==> config.mk <==
export PLATFORM = sky130hd
export DESIGN_NAME = aoi_path_sequencer
export DESIGN_NICKNAME = d
export VERILOG_FILES = /design/src/rtl/aoi_path_sequencer_pkg.sv /design/src/rtl/aoi_path_sequencer_settle_counter.sv /design/src/rtl/aoi_path_sequencer.sv
export SDC_FILE = /design/constraint.sdc
export NUM_CORES = 1
export LEC_CHECK = 0
export ABC_CLOCK_PERIOD_IN_PS = 2600
export BUFFER_PORTS_ARGS = -buffer_cell sky130_fd_sc_hd__buf_4
export CAP_MARGIN = 20
export CORE_UTILIZATION = 53
export CTS_BUF_LIST = sky130_fd_sc_hd__clkbuf_4
export DETAILED_ROUTE_END_ITERATION = 16
export MAX_ROUTING_LAYER = met4
export PLACE_DENSITY = 0.78
export SETUP_SLACK_MARGIN = 0.02
export SLEW_MARGIN = 15
export SYNTH_ARGS = -nofsm -noshare
export SYNTH_HDL_FRONTEND = slang
export SYNTH_SLANG_ARGS = --single-unit
export TNS_END_PERCENT = 1
==> constraint.sdc <==
create_clock -name i_clk -period 2.6 [get_ports i_clk]
set_input_delay 0.13 -clock i_clk [delete_from_list [all_inputs] [get_ports i_clk]]
set_output_delay 0.13 -clock i_clk [all_outputs]
set_load 0.03 [all_outputs]
==> src/rtl/aoi_path_sequencer_pkg.sv <==
// Shared types and helpers for the AND-OR path measurement sequencer.
// Holds the FSM state encoding and the reference model of the path under test.
package aoi_path_sequencer_pkg;

  localparam int unsigned VEC_W = 4;

  typedef enum logic [1:0] {
    ST_IDLE   = 2'd0,
    ST_SETTLE = 2'd1,
    ST_RESP   = 2'd2
  } state_t;

  // Expected value of y = (a&b)|(c&d) for a vector packed as {a,b,c,d}
  function automatic logic aoi_exp(input logic [VEC_W-1:0] v);
    return (v[3] & v[2]) | (v[1] & v[0]);
  endfunction

endpackage

==> src/rtl/aoi_path_sequencer_settle_counter.sv <==
// Down-counter timing the settle window of one measurement.
// A load value of 0 is promoted to 1 so every measurement waits at least one cycle.
module aoi_path_sequencer_settle_counter #(
  parameter int unsigned CNT_W = 4
) (
  input  logic             i_clk,
  input  logic             i_rst,
  input  logic             i_load,
  input  logic [CNT_W-1:0] i_load_val,
  input  logic             i_dec,
  output logic             o_last_c
);

  logic [CNT_W-1:0] r_cnt;
  logic [CNT_W-1:0] w_load_val;

  assign w_load_val = (i_load_val == '0) ? CNT_W'(1) : i_load_val;

  always_ff @(posedge i_clk or posedge i_rst) begin
    if (i_rst) begin
      r_cnt <= '0;
    end else if (i_load) begin
      r_cnt <= w_load_val;
    end else if (i_dec && (r_cnt != '0)) begin
      r_cnt <= r_cnt - CNT_W'(1);
    end
  end

  assign o_last_c = (r_cnt == CNT_W'(1));

endmodule

==> src/rtl/aoi_path_sequencer.sv <==
// Launches a vector onto the AND-OR path, waits the configured settle time,
// captures y, compares against the expected value and reports the result.
module aoi_path_sequencer
  import aoi_path_sequencer_pkg::*;
#(
  parameter int unsigned CNT_W = 4,
  parameter int unsigned ERR_W = 8
) (
  input  logic             i_clk,
  input  logic             i_rst,
  input  logic             i_req_valid,
  output logic             o_req_ready,
  input  logic [VEC_W-1:0] i_req_vec,
  input  logic [CNT_W-1:0] i_cfg_settle,
  input  logic             i_abort,
  output logic             o_path_a,
  output logic             o_path_b,
  output logic             o_path_c,
  output logic             o_path_d,
  input  logic             i_path_y,
  output logic             o_rsp_valid,
  input  logic             i_rsp_ready,
  output logic             o_rsp_y,
  output logic             o_rsp_exp,
  output logic             o_rsp_err,
  output logic [ERR_W-1:0] o_err_cnt,
  input  logic             i_err_clr
);

  localparam logic [ERR_W-1:0] ERR_MAX = {ERR_W{1'b1}};

  state_t           r_state;
  state_t           w_next;
  logic             w_accept;
  logic             w_capture;
  logic             w_dec;
  logic             w_last;
  logic             w_mismatch;
  logic [VEC_W-1:0] r_path;
  logic             r_req_ready;
  logic             r_rsp_valid;
  logic             r_rsp_y;
  logic             r_rsp_exp;
  logic             r_rsp_err;
  logic [ERR_W-1:0] r_err_cnt;

  aoi_path_sequencer_settle_counter #(.CNT_W(CNT_W)) u_settle_counter (
    .i_clk      (i_clk),
    .i_rst      (i_rst),
    .i_load     (w_accept),
    .i_load_val (i_cfg_settle),
    .i_dec      (w_dec),
    .o_last_c   (w_last)
  );

  always_ff @(posedge i_clk or posedge i_rst) begin
    if (i_rst) r_state <= ST_IDLE;
    else       r_state <= w_next;
  end

  // Abort outranks capture in SETTLE; RESP ignores abort entirely
  always_comb begin
    w_next = r_state;
    case (r_state)
      ST_IDLE:   if (i_req_valid) w_next = ST_SETTLE;
      ST_SETTLE: begin
        if (i_abort)     w_next = ST_IDLE;
        else if (w_last) w_next = ST_RESP;
      end
      ST_RESP:   if (i_rsp_ready) w_next = ST_IDLE;
      default:   w_next = ST_IDLE;
    endcase
  end

  always_comb begin
    w_accept  = 1'b0;
    w_dec     = 1'b0;
    w_capture = 1'b0;
    case (r_state)
      ST_IDLE:   w_accept = i_req_valid;
      ST_SETTLE: begin
        w_dec     = 1'b1;
        w_capture = w_last && !i_abort;
      end
      default: ;
    endcase
  end

  assign w_mismatch = (i_path_y != r_rsp_exp);

  // Handshake flags are registered copies of the next-state decode
  always_ff @(posedge i_clk or posedge i_rst) begin
    if (i_rst) begin
      r_req_ready <= 1'b1;
      r_rsp_valid <= 1'b0;
      r_path      <= '0;
      r_rsp_y     <= 1'b0;
      r_rsp_exp   <= 1'b0;
      r_rsp_err   <= 1'b0;
      r_err_cnt   <= '0;
    end else begin
      r_req_ready <= (w_next == ST_IDLE);
      r_rsp_valid <= (w_next == ST_RESP);
      if (w_accept) begin
        r_path    <= i_req_vec;
        r_rsp_exp <= aoi_exp(i_req_vec);
      end
      if (w_capture) begin
        r_rsp_y   <= i_path_y;
        r_rsp_err <= w_mismatch;
      end
      if (i_err_clr) begin
        r_err_cnt <= '0;
      end else if (w_capture && w_mismatch && (r_err_cnt != ERR_MAX)) begin
        r_err_cnt <= r_err_cnt + ERR_W'(1);
      end
    end
  end

  assign o_req_ready = r_req_ready;
  assign o_rsp_valid = r_rsp_valid;
  assign o_path_a    = r_path[3];
  assign o_path_b    = r_path[2];
  assign o_path_c    = r_path[1];
  assign o_path_d    = r_path[0];
  assign o_rsp_y     = r_rsp_y;
  assign o_rsp_exp   = r_rsp_exp;
  assign o_rsp_err   = r_rsp_err;
  assign o_err_cnt   = r_err_cnt;

endmodule
==> results by group <==
Power and ir drop
  – Seq pwr share: between 40% and 50%
  – Power per cell area: 877.2 mW/mm^2
  – Combinational Power Share: between 40% and 50%
  – Internal power: 0.0007542 W
  – Leakage Power: just over 0.7 nW
  – Sw Pwr: a little under 0.0005 W
  – Tot Pwr: between 0.001 and 0.0015 W
  – Clock share of power: between 10% and 20%
  – Worst vdd ir: approximately 0.64 mV
  – Sw frac: between 30% and 40%

Setup path
  – CP max-delay cell: or4_1
  – Worst path top cell family by delay: simple AND/OR/NAND/NOR gates
  – Cell chain of the critical path: inv_1 -> ha_1 -> nor3b_4 -> o2111ai_2 -> or4_1 -> a21oi_1
  – Required time of the critical path: 2.84 ns
  – Startpoint Class: flip-flop
  – CP arrival: approximately 2.2 ns
  – Crit-path max cell delay: between 0.5 and 0.6 ns
  – Worst-path fanout max: 12
  – Worst path bufs/invs: 1
  – CP Class: flip-flop to flip-flop
  – Crit end category: flip-flop

STA
  – Final setup fails: 0
  – Fin crit share: 76.55%
  – Tmin final: roughly 2.0 ns
  – Fmax: between 500 and 600 MHz
  – Slew @ Worst Pin: 0.8584 ns
  – Final max-slew violation count: 0
  – Final Skew: 0.001902 ns
  – RSZ-0062 raised after global routing: no
  – Final Hold Fails: 22
  – Slew margin rel.: between 40% and 50%
  – Setup_tns: 0 ns
  – Fin worst setup slack: between 0.6 and 0.7 ns
  – Hold slack final: -0.01021 ns

CTS
  – Post-CTS Setup Bufs: 0
  – CTS Sinks: 23
  – Post-CTS sizing: 0
  – Hold-fix buffer count after cts: 0
  – CTS root buf: clkbuf_4
  – CTS tree: done
  – Total CTS buffers: 3
  – Clock-pin slew on the worst setup and hold paths: between 0.1 and 0.15 ns
  – H-Tree Depth: 1
  – Clock Path Buffers: 2
  – Worst-Skew Late Latency: about 0.3 ns

Die
  – Die area: ~0.0023 mm^2
  – Rows: 16
  – Core box area: around 0.0020 mm^2
  – Die H: between 40 and 50 um
  – Initial Util: 57.39%
  – IO Count: 32
  – Horiz. Die Dim: around 48 um

Status
  – Failing checks: negative hold slack
  – Status: complete, but fails checks

Synth
  – Synth Register Bits: 23
  – Top_reg_cell synth: dfrtp_1
  – Syn nets: about 130
  – Yosys cell types: 36
  – Share of the synthesized area in the top cell type: 48.40%
  – Synthesized instance count: ~120
  – Cell type with the largest total area after synthesis: dfrtp_1
  – Syn Area/Cell: about 9.9 um^2
  – Fraction of registers with async set or reset after synthesis: 100.0%
  – Syn Std Cell Area: approximately 0.0011 mm^2
  – Seq/Total Area, Yosys: about half
  – Post-synth EDFFs: 0
  – Yosys synthesis warning count: 0
  – Synth top area cells: dfrtp_1 48%, nand2_1 6.9%, a21oi_1 3.5%

Layout
  – Final nets: between 150 and 200
  – Fill cell total of the finished layout: 150
  – Final core occ: 71.78%
  – Area grow syn2layout: 25.08%
  – Share of cells above drive strength 1: 28.38%
  – Antenna diodes: 0

Drt
  – Via count: between 900 and 1000
  – Routed WL: roughly 2100 um
  – DRT iter0 DRCs: 9
  – 1st-pass router iterations: 4
  – DRC: 0
  – Routed WL per cell: around 12 um
  – Post-route ant nets: 0
  – DR vias/cell: between 5 and 6

Placement
  – Detailed placement HPWL: around 1600 um
  – IO buf count: 31
  – Routability cong.: 0.7687
  – Place WS: around 0.63 ns

Global route
  – Overflow after GRT: 0
  – First-pass GRT wire length: 3753 um
  – Initial antenna violation count: 0
  – Vias in the first global route: about 900
  – Largest net degree at the start of global routing: 24
  – Global Route Usage Sum: 20.63%

Min path
  – Min-delay worst type: primary input to asynchronous set/reset pin

Flow run
  – Max-cap violations: 0
[placed cells by master (no fill, tap or decap)]
master	netlist	final
nor3b_1	1	1
a21o_1	1	1
a21oi_1	8	8
buf_4	0	32
inv_1	6	6
or2b_1	1	1
nor2_1	8	8
nand4_1	1	1
nand3_1	6	6
nor2b_1	1	1
nor3_1	2	2
xor2_1	2	2
mux2_2	2	2
or4_1	2	2
o31ai_1	2	2
a21boi_0	1	1
a211o_1	1	1
nor3b_4	2	2
dfstp_2	1	1
or3_1	3	3
a221oi_1	1	1
and3_1	1	1
dfrtp_1	22	22
a311oi_1	1	1
o21ai_0	4	4
o21ai_1	1	1
a22oi_1	1	1
o2111ai_2	1	1
and2_0	1	1
nand2_1	21	21
mux2i_1	2	2
ha_1	3	3
or3b_1	1	1
a32oi_1	1	1
clkbuf_4	0	4
[routing by layer]
metal  up-vias  track usage (%)  routed length, um
met2        24            34.74               1044
met3         2            2.830                 75
li1        472                -                  -
met4         0            4.412                  9
met5         -                -                  0
met1       435            26.76               1020
[area by class of cell]
class                   instances  area [um^2]  share of cell area (%)
flip-flops and latches         23        576.8                   40.55
multi-input cells              83        519.2                   36.50
clock buffers                   4        30.03                   2.111
repair buffers                 32        240.2                   16.89
inverters                       6        22.52                   1.583
well taps                      27        33.78                   2.375
[power by group through the flow]
stage | clock, W | sequential, W | combinational (W)
2_1_floorplan | 0 | 0.000659 | 0.000246
3_3_place_gp | 0 | 0.000547 | 0.000517
3_5_place_dp | 0 | 0.000552 | 0.000528
4_1_cts | 0.000180 | 0.000546 | 0.000530
5_1_grt | 0.000191 | 0.000559 | 0.000580
6_report | 0.000175 | 0.000546 | 0.000527
[through the flow]
step / std cells / instance area [um^2]
CTS: 175 / 1423
detailed placement: 171 / 1393
global route: 175 / 1423
finish: 175 / 1423
floorplan: 115 / 1137
global placement: 171 / 1393
[registers in the layout, summed over array words and instances, names as in the netlist]
signal                  count
o_rsp_y                     1
u_settle_counter.r_cnt      4
o_rsp_exp                   1
o_req_ready                 1
r_state                     2
o_rsp_valid                 1
o_rsp_err                   1
r_path                      4
o_err_cnt                   8
[cells in the mapped netlist, drive strengths merged, types with 2 or more instances]
library cell / n
nor3: 2
o31ai: 2
or3: 3
nand2: 21
a21oi: 8
mux2: 2
ha: 3
dfrtp: 22
mux2i: 2
o21ai: 5
or4: 2
nand3: 6
inv: 6
nor2: 8
nor3b: 3
buf: 2
xor2: 2
[logic make-up after synthesis]
group | count (synthesis) | share of synthesized area (%)
buffers and inverters | 9 | 3.630
adders and majority gates | 3 | 3.301
and+or+nand+nor | 51 | 23.66
muxes | 4 | 3.740
AOI/OAI and AO/OA | 23 | 13.42
xor gates and xnor gates | 2 | 1.540
DFF | 23 | 50.72
[worst register-to-register path, delay by kind of cell, from the launching register on]
family	cells	cell delay, ns
adder cells (fa/ha/maj)	1	0.15
buffers and inverters	1	0.10
AO/OA/AOI/OAI	2	0.50
flip-flops	1	0.40
AND/OR/NAND/NOR	2	0.78
[final timing paths]
kind,slack [ns],from,cells past startpoint,to
max in group asynchronous,2.09,i_rst,2,r_path[3]
worst min register to register,0.50,r_path[0],2,r_path[0]
min in group i_clk,0.02,i_req_vec[1],3,r_path[1]
worst min-delay path,-0.01,i_rst,2,r_path[2]
worst max-delay path,0.61,u_settle_counter.r_cnt[1],6,o_err_cnt[5]
worst max register to register,0.61,u_settle_counter.r_cnt[1],6,o_err_cnt[5]
(Power assumes the default switching activity.)
